$ cat src/rtl/seq_divider.sv
// seq_divider: multi-cycle signed restoring divider writing quotient to cLOW and remainder to cHI
module seq_divider #(
  parameter int WIDTH = 32,
  parameter int ITER  = WIDTH
) (
  input  logic             clk,
  input  logic             clr,
  input  logic             start,
  input  logic [WIDTH-1:0] a,
  input  logic [WIDTH-1:0] b,
  output logic             busy,
  output logic             done,
  output logic             div_zero,
  output logic [WIDTH-1:0] cHI,
  output logic [WIDTH-1:0] cLOW
);
  localparam int CW = $clog2(ITER);
  localparam logic [CW-1:0] LAST = CW'(ITER - 1);
  typedef enum logic [1:0] {S_IDLE, S_CALC, S_FIX, S_DONE} state_t;
  state_t           r_state, w_next;
  logic [CW-1:0]    r_cnt;
  logic             r_ph;
  logic [WIDTH-1:0] r_quo, r_rem, r_a, r_bmag, r_hi, r_lo;
  logic             r_sign_q, r_sign_r, r_bzero, r_dz;
  logic [WIDTH-1:0] w_amag, w_bmag;
  logic [WIDTH:0]   w_sh, w_trial;
  logic             w_ge;
  assign w_amag  = a[WIDTH-1] ? -a : a;
  assign w_bmag  = b[WIDTH-1] ? -b : b;
  assign w_sh    = {r_rem, r_quo[WIDTH-1]};
  assign w_trial = w_sh - {1'b0, r_bmag};
  assign w_ge    = ~w_trial[WIDTH];
  // state register
  always_ff @(posedge clk)
    r_state <= clr ? S_IDLE : w_next;
  // next state: FIX lasts two cycles (correct, then publish)
  always_comb begin
    w_next = r_state;
    case (r_state)
      S_IDLE:  w_next = start ? S_CALC : S_IDLE;
      S_CALC:  w_next = (r_cnt == LAST) ? S_FIX : S_CALC;
      S_FIX:   w_next = r_ph ? S_DONE : S_FIX;
      default: w_next = S_IDLE;
    endcase
  end
  // outputs decoded from state and result registers
  always_comb begin
    busy     = (r_state == S_CALC) || (r_state == S_FIX);
    done     = r_state == S_DONE;
    div_zero = r_dz;
    cHI      = r_hi;
    cLOW     = r_lo;
  end
  // datapath: operand capture, shift-subtract iterations, sign fix, result publish
  always_ff @(posedge clk) begin
    if (clr) begin
      r_cnt    <= '0;
      r_ph     <= 1'b0;
      r_quo    <= '0;
      r_rem    <= '0;
      r_a      <= '0;
      r_bmag   <= '0;
      r_sign_q <= 1'b0;
      r_sign_r <= 1'b0;
      r_bzero  <= 1'b0;
      r_hi     <= '0;
      r_lo     <= '0;
      r_dz     <= 1'b0;
    end else begin
      case (r_state)
        S_IDLE: if (start) begin
          r_a      <= a;
          r_bmag   <= w_bmag;
          r_bzero  <= b == '0;
          r_sign_q <= a[WIDTH-1] ^ b[WIDTH-1];
          r_sign_r <= a[WIDTH-1];
          r_quo    <= w_amag;
          r_rem    <= '0;
          r_cnt    <= '0;
          r_ph     <= 1'b0;
        end
        S_CALC: begin
          r_rem <= w_ge ? w_trial[WIDTH-1:0] : w_sh[WIDTH-1:0];
          r_quo <= {r_quo[WIDTH-2:0], w_ge};
          r_cnt <= r_cnt + 1'b1;
        end
        S_FIX: if (!r_ph) begin
          r_quo <= r_sign_q ? -r_quo : r_quo;
          r_rem <= r_sign_r ? -r_rem : r_rem;
          r_ph  <= 1'b1;
        end else begin
          r_lo <= r_bzero ? '1 : r_quo;
          r_hi <= r_bzero ? r_a : r_rem;
          r_dz <= r_bzero;
        end
        default: ;
      endcase
    end
  end
endmodule

$ cat config.mk
export PLATFORM = sky130hd
export DESIGN_NAME = seq_divider
export DESIGN_NICKNAME = d
export VERILOG_FILES = /design/src/rtl/seq_divider.sv
export SDC_FILE = /design/constraint.sdc
export NUM_CORES = 1
export LEC_CHECK = 0
export ABC_AREA = 1
export CORE_MARGIN = 5
export CORE_UTILIZATION = 55
export CTS_BUF_LIST = sky130_fd_sc_hd__clkbuf_8
export DETAILED_ROUTE_END_ITERATION = 6
export GPL_TIMING_DRIVEN = 1
export PLACE_DENSITY = 0.87
export SYNTH_ARGS = -nofsm -noshare
export SYNTH_HDL_FRONTEND = slang
export SYNTH_SLANG_ARGS = --single-unit
$ cat constraint.sdc
create_clock -name clk -period 3.8 [get_ports clk]
set_input_delay 0.76 -clock clk [delete_from_list [all_inputs] [get_ports clk]]
set_output_delay 0.76 -clock clk [all_outputs]
set_load 0.01 [all_outputs]
==> After elaboration in Yosys (flattened, before gate mapping) <==
Cells that the tools add are included.
{ "op_classes": {"add_sub_neg": 6, "eq_ne": 8, "mux": 21, "bitwise": 2, "reduce_logical": 12} }
{ "op_table": {"columns": ["operator", "count"], "rows": [
  ["$mux 32", 11],
  ["$pmux 32 s3", 2],
  ["$neg 32->32", 4],
  ["$sub 33x32->33", 1],
  ["$logic_not 32->1", 1],
  ["$pmux 5 s2", 1],
  ["$ne 2x2->1 const B", 4],
  ["$reduce_and 2->1", 4],
  ["$reduce_and 4->1", 2],
  ["$pmux 2 s3", 1],
  ["$add 5x1->5 const B", 1],
  ["$eq 5x5->1 const B", 1],
  ["$mux 5", 1],
  ["$eq 2x2->1 const B", 2],
  ["$reduce_bool 2->1", 2],
  ["$mux 1", 3],
  ["$reduce_bool 3->1", 1],
  ["$eq 2x1->1 const B", 1],
  ["$logic_not 2->1", 1],
  ["$mux 2", 1],
  ["$pmux 1 s2", 1],
  ["$logic_or 1x1->1", 1],
  ["$not 1->1", 1],
  ["$xor 1x1->1", 1]
]} }
{ "totals": {"regBits": 204, "in_bits": 67, "output_inout_bits": 67, "wordCells": 62} }

==> Logic depth before layout (Yosys ltp) <==
Gate-level depths: netlist of run 1.
{ "depth": {"ltp_word": 4, "depth_mapped": 20, "ltp_nobuf": 20} }

==> Worst setup path after synthesis of run 1 <==
OpenSTA, ideal clock, no wires.
{ "synth_timing": {"path_kind": "register to register", "startpoint": "register r_quo[31]", "endpoint": "register r_rem[28]", "setup_ns": 0.136, "t_arrival_ns": 2.209, "slack_ns": 1.455, "path_stages_with_launch": 21, "n_path_buf": 1, "cell_sequence": "dfxtp_1 > inv_1 > ha_1 > fa_1 > inv_1 > nand2_1 > nand2_1 > nand3_1 > nand2_2 > nand2_2 > nand2_2 > nand2_4 > nand2_4 > nand2_8 > nand2_8 > buf_6 > nand2_1 > nand2_1 > nand2_1 > nand2_1 > a21oi_2"} }
{ "synth_via": {"elab_chain_cells": 3} }
{ "synth_rtl": {"columns": ["item", "line", "text"], "rows": [
  ["from (decl)", "23", "logic [WIDTH-1:0] r_quo, r_rem, r_a, r_bmag, r_hi, r_lo;"],
  ["from (signal assigned)", "77", "r_quo <= w_amag;"],
  ["from (signal assigned)", "84", "r_quo <= {r_quo[WIDTH-2:0], w_ge};"],
  ["from (signal assigned)", "88", "r_quo <= r_sign_q ? -r_quo : r_quo;"],
  ["$sub 33x32->33", "31", "assign w_trial = w_sh - {1'b0, r_bmag};"],
  ["$mux 32", "83", "r_rem <= w_ge ? w_trial[WIDTH-1:0] : w_sh[WIDTH-1:0];"],
  ["$pmux 32 s3", "70", "case (r_state)"],
  ["to (signal assigned)", "83", null],
  ["to (signal assigned)", "89", "r_rem <= r_sign_r ? -r_rem : r_rem;"],
  ["to (decl)", "23", null]
]} }
Every way passes these cells.
A chain may end at the register's enable or synchronous reset.

==> Worst setup path in the final report of run 1 <==
{ "layout_timing": {"startpoint": "register r_state[0]", "endpoint": "register r_quo[4]"} }
{ "layout_via": {"elab_chain_cells": 3} }
{ "layout_rtl": {"columns": ["item", "line", "text"], "rows": [
  ["from (decl)", "20", "state_t r_state, w_next;"],
  ["from (signal assigned)", "35", "r_state <= clr ? S_IDLE : w_next;"],
  ["$eq 2x2->1, or another cell as far along", "70", null],
  ["$ne 2x2->1 (no source line) / $reduce_bool 3->1 (equally long branches)", null, null],
  ["$reduce_and 4->1 (no source line)", null, null]
]} }
Several ways; a longest one is shown, not always the timed one.

==> results of run 1 <==
==> Yosys cell counts, types with 19 or more instances <==
master	count	area [µm²]
sky130_fd_sc_hd__nand2_2	28	175.2
sky130_fd_sc_hd__nor2_1	171	641.9
sky130_fd_sc_hd__nand2_1	642	2410
sky130_fd_sc_hd__dfxtp_1	203	4064
sky130_fd_sc_hd__clkbuf_1	76	285.3
sky130_fd_sc_hd__nand3_1	153	765.7
sky130_fd_sc_hd__nand4_1	28	175.2
sky130_fd_sc_hd__o211ai_1	77	578.1
sky130_fd_sc_hd__ha_1	42	525.5
sky130_fd_sc_hd__a31oi_1	19	118.9
sky130_fd_sc_hd__a21oi_2	22	192.7
sky130_fd_sc_hd__a21oi_1	188	940.9
sky130_fd_sc_hd__o21ai_0	199	996.0
sky130_fd_sc_hd__nor3_1	36	180.2
sky130_fd_sc_hd__xor2_1	28	245.2
sky130_fd_sc_hd__inv_1	379	1423
==> cell usage in the layout, fill, tap and decap left out, drive strengths merged <==
cell type / count
a211oi: 2
a21o: 1
a21oi: 211
a221oi: 1
a22oi: 1
a31oi: 19
a32o: 1
and2: 2
and3: 2
buf: 23
bufinv: 2
clkbuf: 46
clkdlybuf4s50: 132
clkinv: 11
clkinvlp: 1
dfxtp: 203
fa: 1
ha: 42
inv: 401
nand2: 676
nand3: 156
nand3b: 14
nand4: 28
nor2: 182
nor3: 40
nor3b: 1
nor4: 10
o211ai: 77
o21ai: 206
o21bai: 1
o221ai: 7
o22ai: 10
o31ai: 2
or2: 6
xnor2: 12
xor2: 28
==> area by class of cell <==
class,count,area share (%)
clock buffers,46,3.706
clock inverters,21,0.9082
inverters,394,8.665
multi-input cells,1739,51.62
flip-flops and latches,203,23.80
well taps,341,2.498
repair buffers,155,8.804
==> metal layers <==
layer / vias up / GRT usage, %
li1: 8089 / -
met1: 7623 / 44.18
met2: 1031 / 48.93
met3: 185 / 5.872
met4: 0 / 10.69
met5: - / 0
==> tightest hold or removal path, delay by kind of cell (launching register included) <==
kind | cells | cell delay [ns]
simple gates | 1 | 0.06
flops | 1 | 0.32
compound gates | 1 | 0.05
==> cell families (layout without fill, tap and decap cells) <==
group | Yosys count | count (layout)
compound gates | 539 | 539
xor+xnor | 40 | 40
fa+ha+maj | 43 | 43
buf+inv | 495 | 616
flops | 203 | 203
simple gates | 1117 | 1117
==> where the power goes <==
| group | switching (mW) | internal [mW] | total [mW] |
|---|---|---|---|
| clock | 0.977 | 1.24 | 2.21 |
| sequential | 0.0818 | 2.23 | 2.31 |
| combinational | 0.833 | 0.364 | 1.20 |
==> state kept, by name, indices dropped and copies added, names as in the netlist, 2 cells and up <==
signal / cells
cHI: 32
r_cnt: 5
r_rem: 32
r_bmag: 32
r_state: 2
cLOW: 32
r_quo: 32
r_a: 32
==> worst paths after layout <==
path / cells after the start / slack [ns] / end
setup / recovery: 10 / 0.77 / r_quo[4]$_SDFFE_PP0P_
hold / removal: 2 / 0.49 / r_ph$_SDFFE_PP0P_
setup reg to reg: 10 / 0.77 / r_quo[4]$_SDFFE_PP0P_
hold reg to reg: 2 / 0.49 / r_ph$_SDFFE_PP0P_
==> results.rst, run 1 <==
.. list-table::
   :header-rows: 1

   * - Metric
     - Value
   * - Fmax
     - 329.7 MHz
   * - Post-detailed-route DRC marker count
     - 0
   * - Count of placed standard cells in the final layout, fillers left out
     - 2899
   * - Post-Syn Nets
     - 2547
   * - Reg-to-reg startpoint
     - r_state[0]$_SDFF_PP0_
   * - Post-synth top flop
     - sky130_fd_sc_hd__dfxtp_1
   * - Cts repair resizes
     - 0
   * - Cell chosen for the clock root
     - sky130_fd_sc_hd__clkbuf_8
   * - Max-slew violation count
     - 0
   * - Unrepaired setup endpoints after global routing
     - no
   * - Number of vias after detailed routing
     - 16930
   * - Final worst-path cycle share
     - 79.83%
   * - Fin. Hold Viols
     - 0
   * - Power per cell area
     - 335.0 nW/µm²
   * - Setup fix buffers added after clock tree synthesis
     - 0
   * - Crit. End Element
     - flop
   * - Sequential area share after synthesis
     - 27.50%
   * - Pre-antenna DRT Iters
     - 7
   * - Family with the most delay on the worst path
     - buffers and inverters
   * - Number of standard cells after synthesis
     - 2437
   * - Clock Sinks
     - 203
   * - Final ANT Viol Nets
     - 0
   * - Number of nets in the layout
     - 2640
   * - Ant diodes
     - 0
   * - Count of buffers inserted at the top-level ports
     - 133
   * - Highest metal layer used by the detailed router
     - met4
   * - Post-layout utilization of the core
     - 63.92%
   * - Maximum buffer depth of the clock tree
     - 3
   * - Mean post-synth cell area
     - 6.065 µm²
   * - CP Data Required Time
     - 4.21 ns
   * - Number of different library cells in the post-synthesis netlist
     - 50
   * - Largest net degree at the start of global routing
     - 81
   * - Arrival time of data at the critical path endpoint
     - 3.44 ns
   * - Pleak
     - 8.358 nW
   * - Post-synthesis register bit count
     - 203
   * - Crit path time final
     - 3.033 ns
   * - Setup TNS
     - 0 ns
   * - Startpoint types
     - flop
   * - Worst Setup Path Type
     - reg2reg
   * - Routed length on met2
     - 21400 µm
   * - Cells along the critical path
     - inv_1 > ha_1 > clkinv_1 > buf_4 > o21ai_1 > buf_4 > inv_1 > buf_4 > o21ai_0 > a31oi_1
   * - Actual slew at the worst max-slew pin
     - 1.045 ns
   * - Number of maximum-capacitance violations
     - 0
   * - Compound-cell area share of the yosys netlist
     - 20.79%
   * - Register cell area after layout
     - 4065 µm²
   * - Routed vias/inst
     - 5.839
   * - GPL Wtd Cong
     - 1.039
   * - Post-Synthesis Cell Area
     - 14780 µm²
   * - Worst clock skew
     - 0.03325 ns
   * - Worst min-delay path startpoint
     - r_ph$_SDFFE_PP0P_
   * - Wire length per cell
     - 17.27 µm
   * - Overall power
     - 5.723 mW
   * - Proportion of synthesized flip-flops having asynchronous set or reset
     - 0%
   * - Dominant combinational cell family by area after synthesis
     - simple AND/OR/NAND/NOR gates
   * - Global routing usage summed across all routing layers
     - 31.51%
   * - Final cell area excluding filler cells
     - 17080 µm²
   * - Slowest stage delay, CP
     - 0.85 ns
   * - Hold WC Path Type
     - reg2reg
   * - Crit path launch
     - r_state[0]$_SDFF_PP0_
   * - Detailed-route wire length on metal 1
     - 20950 µm
   * - Setup-violating endpoint count in the final report
     - 0
   * - Clock latency at the later pin of the worst-skew pair
     - 0.55 ns
   * - Count of buffer and inverter cells on the critical path
     - 6
   * - Clock transition at path regs
     - 0.07 ns
   * - Number of antenna violations at the first check in global routing
     - 0
   * - DIE HEIGHT
     - 173.9 µm
   * - Final worst hold slack
     - 0.4891 ns
   * - CTS tree
     - yes
   * - YS warnings
     - 0
   * - Outcome
     - complete, no violations
   * - Synth Area in XOR/XNOR
     - 2.370%
   * - Initial detailed-routing violation count
     - 2612
   * - Area delta synth->final
     - 15.58%
   * - Placed Cells
     - 2832
   * - Total die area
     - 30250 µm²
   * - Highest ir drop seen on vdd
     - 305.7 µV
   * - Area share of and/or/nand/nor cells after synthesis
     - 32.77%
   * - Max-slew headroom
     - 30.35%
   * - Post-synthesis adder-cell area fraction
     - 3.691%
   * - Top Ports
     - 134
   * - Total core area
     - 26730 µm²
   * - Number of buffers inserted by hold repair at cts
     - 0
   * - Post-Place Worst Slack
     - 0.7046 ns
   * - Floorplan row count
     - 60
   * - Worst setup margin
     - 0.7666 ns
   * - # H-tree levels
     - 2
   * - # fillers
     - 2464
   * - Vias in the first global route
     - 15250
   * - Peak fanout along the critical path
     - 50
   * - Wire length of the first global-routing pass
     - 79160 µm
   * - Proportion of layout cells with a drive suffix above 1
     - 6.919%
   * - Number of buffers created by CTS
     - 37
   * - Initial standard-cell utilization of the core
     - 55.30%
   * - Multiplexer share of the synthesized area
     - 0%
   * - CP max stage cell
     - sky130_fd_sc_hd__ha_1
   * - Top cell by count, worst path
     - sky130_fd_sc_hd__buf_4
   * - Wire length after detailed routing
     - 50060 µm
   * - GRT Residual Overflow
     - 0
   * - Post-place instance area
     - 16290 µm²
   * - Total met3 wirelength after detailed routing
     - 5567 µm
   * - Area occupied by multi-input gates
     - 8818 µm²
   * - Die boundary width
     - 173.9 µm
   * - Number of enable flip-flop cells after synthesis
     - 0
   * - DP Wirelength
     - 37500 µm
(Power assumes the default switching activity.)
==> inputs of run 2 (changes only) <==
Clock period 3.8 ns to 2.9 ns, I/O delays scaled along.
==> run 2 against run 1 <==
Net effect:
- the run now ends with design-rule violations left
- critical path depth is 7 lower
- clock-buffer cell count down 5
- clock skew decreased by 0.016 ns
- clock power is 21% higher
- sequential share of layout area shrank 0.094 points
- non-clock buffer count increased by 14
- hold slack lost 0.018 ns
- sequential power increased by 31%
- final cell count grew 0.34%
- first-iteration DRC count fell by 15%
- via count shrank 0.69%
- critical path type is now reg2out
- critical endpoint is now busy
- largest cell class unchanged
- largest power group unchanged
==> results.rst, run 2 (same netlist as run 1, synthesis figures left out) <==
.. list-table::
   :header-rows: 1

   * - Metric
     - Value
   * - Unrepaired setup endpoints after global routing
     - no
   * - Arrival time of data at the critical path endpoint
     - 2.14 ns (-1.30 ns)
   * - Final worst-path cycle share
     - 93.88%
   * - Count of buffer and inverter cells on the critical path
     - 2 (-4)
   * - Critical register-to-register path endpoint
     - r_rem[27]$_SDFFE_PP0P_
   * - Post-detailed-route DRC marker count
     - 18 (+18)
   * - Initial detailed-routing violation count
     - 2223 (-15%)
   * - Cell chosen for the clock root
     - sky130_fd_sc_hd__clkbuf_8
   * - Routed vias/inst
     - 5.779 (-1.0%)
   * - Setup-violating endpoint count in the final report
     - 0 (unchanged)
   * - Peak fanout along the critical path
     - 5 (-90%)
   * - Pleak
     - 8.398 nW (+0.48%)
   * - Proportion of layout cells with a drive suffix above 1
     - 7.399% (+0.48 points)
   * - CTS tree
     - yes
   * - Post-Place Worst Slack
     - 0.09695 ns (-0.6077 ns)
   * - CP Data Required Time
     - 2.32 ns (-1.89 ns)
   * - Ant diodes
     - 0 (unchanged)
   * - Hold WC Path Type
     - reg2reg
   * - DP Wirelength
     - 40890 µm (+9.0%)
   * - Number of maximum-capacitance violations
     - 0 (unchanged)
   * - Family with the most delay on the worst path
     - buffers and inverters
   * - Crit path time final
     - 2.722 ns
   * - Post-place instance area
     - 16450 µm² (+0.95%)
   * - Slowest stage delay, CP
     - 0.61 ns (-0.24 ns)
   * - Number of antenna violations at the first check in global routing
     - 0 (unchanged)
   * - Number of buffers created by CTS
     - 36 (-2.7%)
   * - GPL Wtd Cong
     - 0.9835 (-5.4%)
   * - Vias in the first global route
     - 15150 (-0.70%)
   * - End point of the worst hold path
     - r_cnt[4]$_SDFFE_PP0P_
   * - Highest ir drop seen on vdd
     - 316.0 µV (+3.4%)
   * - Area delta synth->final
     - 16.03%
   * - Worst clock skew
     - 0.01761 ns (-0.01564 ns)
   * - Total core area
     - 26730 µm² (unchanged)
   * - Floorplan row count
     - 60 (unchanged)
   * - Clock Sinks
     - 203 (unchanged)
   * - Top Ports
     - 134 (unchanged)
   * - Worst min-delay path startpoint
     - r_cnt[4]$_SDFFE_PP0P_
   * - Crit. End Element
     - output port
   * - Number of nets in the layout
     - 2653 (+0.49%)
   * - Number of vias after detailed routing
     - 16810 (-0.69%)
   * - Most used cells in the layout excluding fill and tap cells
     - sky130_fd_sc_hd__nand2_1 (642), sky130_fd_sc_hd__inv_1 (386), sky130_fd_sc_hd__dfxtp_1 (202)
   * - Max-slew violation count
     - 0 (unchanged)
   * - Reg-to-reg startpoint
     - r_quo[31]$_SDFFE_PP0P_
   * - Outcome
     - finished with violations
   * - Final ANT Viol Nets
     - 0 (unchanged)
   * - Final worst hold slack
     - 0.4711 ns (-0.01797 ns)
   * - Global routing usage summed across all routing layers
     - 33.62% (+2.1 points)
   * - Pre-antenna DRT Iters
     - 7 (unchanged)
   * - GRT Residual Overflow
     - 0 (unchanged)
   * - Cells along the critical path
     - inv_1 > ha_1 > clkdlybuf4s50_1
   * - Overall power
     - 7.300 mW (+28%)
   * - DIE HEIGHT
     - 173.9 µm (unchanged)
   * - Clock transition at path regs
     - 0.06 ns (about the same)
   * - Wire length after detailed routing
     - 53110 µm (+6.1%)
   * - Die boundary width
     - 173.9 µm (unchanged)
   * - Power per cell area
     - 425.7 nW/µm² (+27%)
   * - Final cell area excluding filler cells
     - 17150 µm² (+0.40%)
   * - Commonest non-fill, non-tap cell in the layout
     - sky130_fd_sc_hd__nand2_1
   * - Initial standard-cell utilization of the core
     - 55.30% (unchanged)
   * - Worst Setup Path Type
     - reg2out
   * - Max-slew headroom
     - 38.15% (+7.8 points)
   * - Setup fix buffers added after clock tree synthesis
     - 0 (unchanged)
   * - Largest net degree at the start of global routing
     - 98 (+21%)
   * - Total die area
     - 30250 µm² (unchanged)
   * - # H-tree levels
     - 2 (unchanged)
   * - Clock latency at the later pin of the worst-skew pair
     - 0.54 ns (about the same)
   * - CP max stage cell
     - sky130_fd_sc_hd__clkdlybuf4s50_1
   * - Maximum buffer depth of the clock tree
     - 3 (unchanged)
   * - Depth of the most critical reg-to-reg path
     - 19 (+9)
   * - Wire length of the first global-routing pass
     - 82880 µm (+4.7%)
   * - Worst setup margin
     - 0.1775 ns (-0.5891 ns)
   * - Startpoint types
     - flop
   * - Fin. Hold Viols
     - 0 (unchanged)
   * - Wire length per cell
     - 18.26 µm (+5.7%)
   * - Violations in the final reports
     - design-rule violations
   * - Actual slew at the worst max-slew pin
     - 0.9277 ns (-0.1171 ns)
   * - FF-to-FF setup slack
     - 0.21 ns (-0.56 ns)
   * - Fmax
     - 367.3 MHz
   * - Worst Hold Depth
     - 2 (unchanged)
   * - Count of buffers inserted at the top-level ports
     - 133 (unchanged)
   * - Setup TNS
     - 0 ns (unchanged)
run 2: cell count changes in the layout (fill, tap and decap cells not counted), moves of 3 or more:
cell                       previous run  this run
sky130_fd_sc_hd__buf_12               1         5
sky130_fd_sc_hd__buf_4               21        31
sky130_fd_sc_hd__clkbuf_8            46        41
sky130_fd_sc_hd__clkinv_2             7        13
sky130_fd_sc_hd__inv_1              389       386
run 2: where the power goes:
group	switching (mW)	internal [mW]
Clock	1.27	1.39
Sequential	0.103	2.92
Combinational	1.12	0.492
Total	2.49	4.81
run 2: layout make-up:
class                      count  area [µm²]
fill                        2549        9575
multi-input combinational   1739        8826
sequential                   203        4065
timing repair buffer         169        1659
inverter                     394        1480
clock buffer                  41       564.3
tap                          341       426.7
clock inverter                22       128.9
run 2: through the flow:
step | util [%] | std cells
after CTS | 64.14 | 2909
after global placement | 61.55 | 2846
after detailed placement | 61.55 | 2846
after global routing | 64.17 | 2909
after floorplan | - | 2437
final | 64.17 | 2909
run 2: tightest hold or removal path, cell delays in order (launching register included):
cell and delay, ns:
sky130_fd_sc_hd__dfxtp_1 0.31, sky130_fd_sc_hd__nand2_1 0.06, sky130_fd_sc_hd__a21oi_1 0.05
run 2: how the worst max path moves through the flow:
stage	from	end	slack, ns	depth (start not counted)
after floorplan	r_quo[31]$_SDFFE_PP0P_	r_rem[28]$_SDFFE_PP0P_	0.55	20
final	r_state[1]$_SDFF_PP0_	busy	0.18	3
after CTS	r_state[1]$_SDFF_PP0_	busy	0.21	3
after global routing	r_quo[31]$_SDFFE_PP0P_	r_rem[10]$_SDFFE_PP0P_	0.006	19
after global placement	a[0]	r_quo[24]$_SDFFE_PP0P_	0.17	15
after detailed placement	b[0]	r_bmag[30]$_SDFFE_PP0P_	0.1	13
run 2: repair_timing:
action | 4_1_cts | 5_1_grt
hold buffers | 0 | 0
setup endpoints to repair | 0 | 2
resized for setup | 0 | 1
run 2: metal layers:
metal  GRT usage [%]  share of wire [%]  vias up
met5               0                  0        -
met1           50.34                 45     7646
met3           4.850                 10      111
met4           10.36                3.0        0
li1                -                  -     8112
met2           49.91                 42      942
==> inputs of run 3 (changes only) <==
Settings changed: GPL_TIMING_DRIVEN 1 to unset.
==> results of run 3 <==
The final DEF is identical to that of run 2; final timing and power are the same.
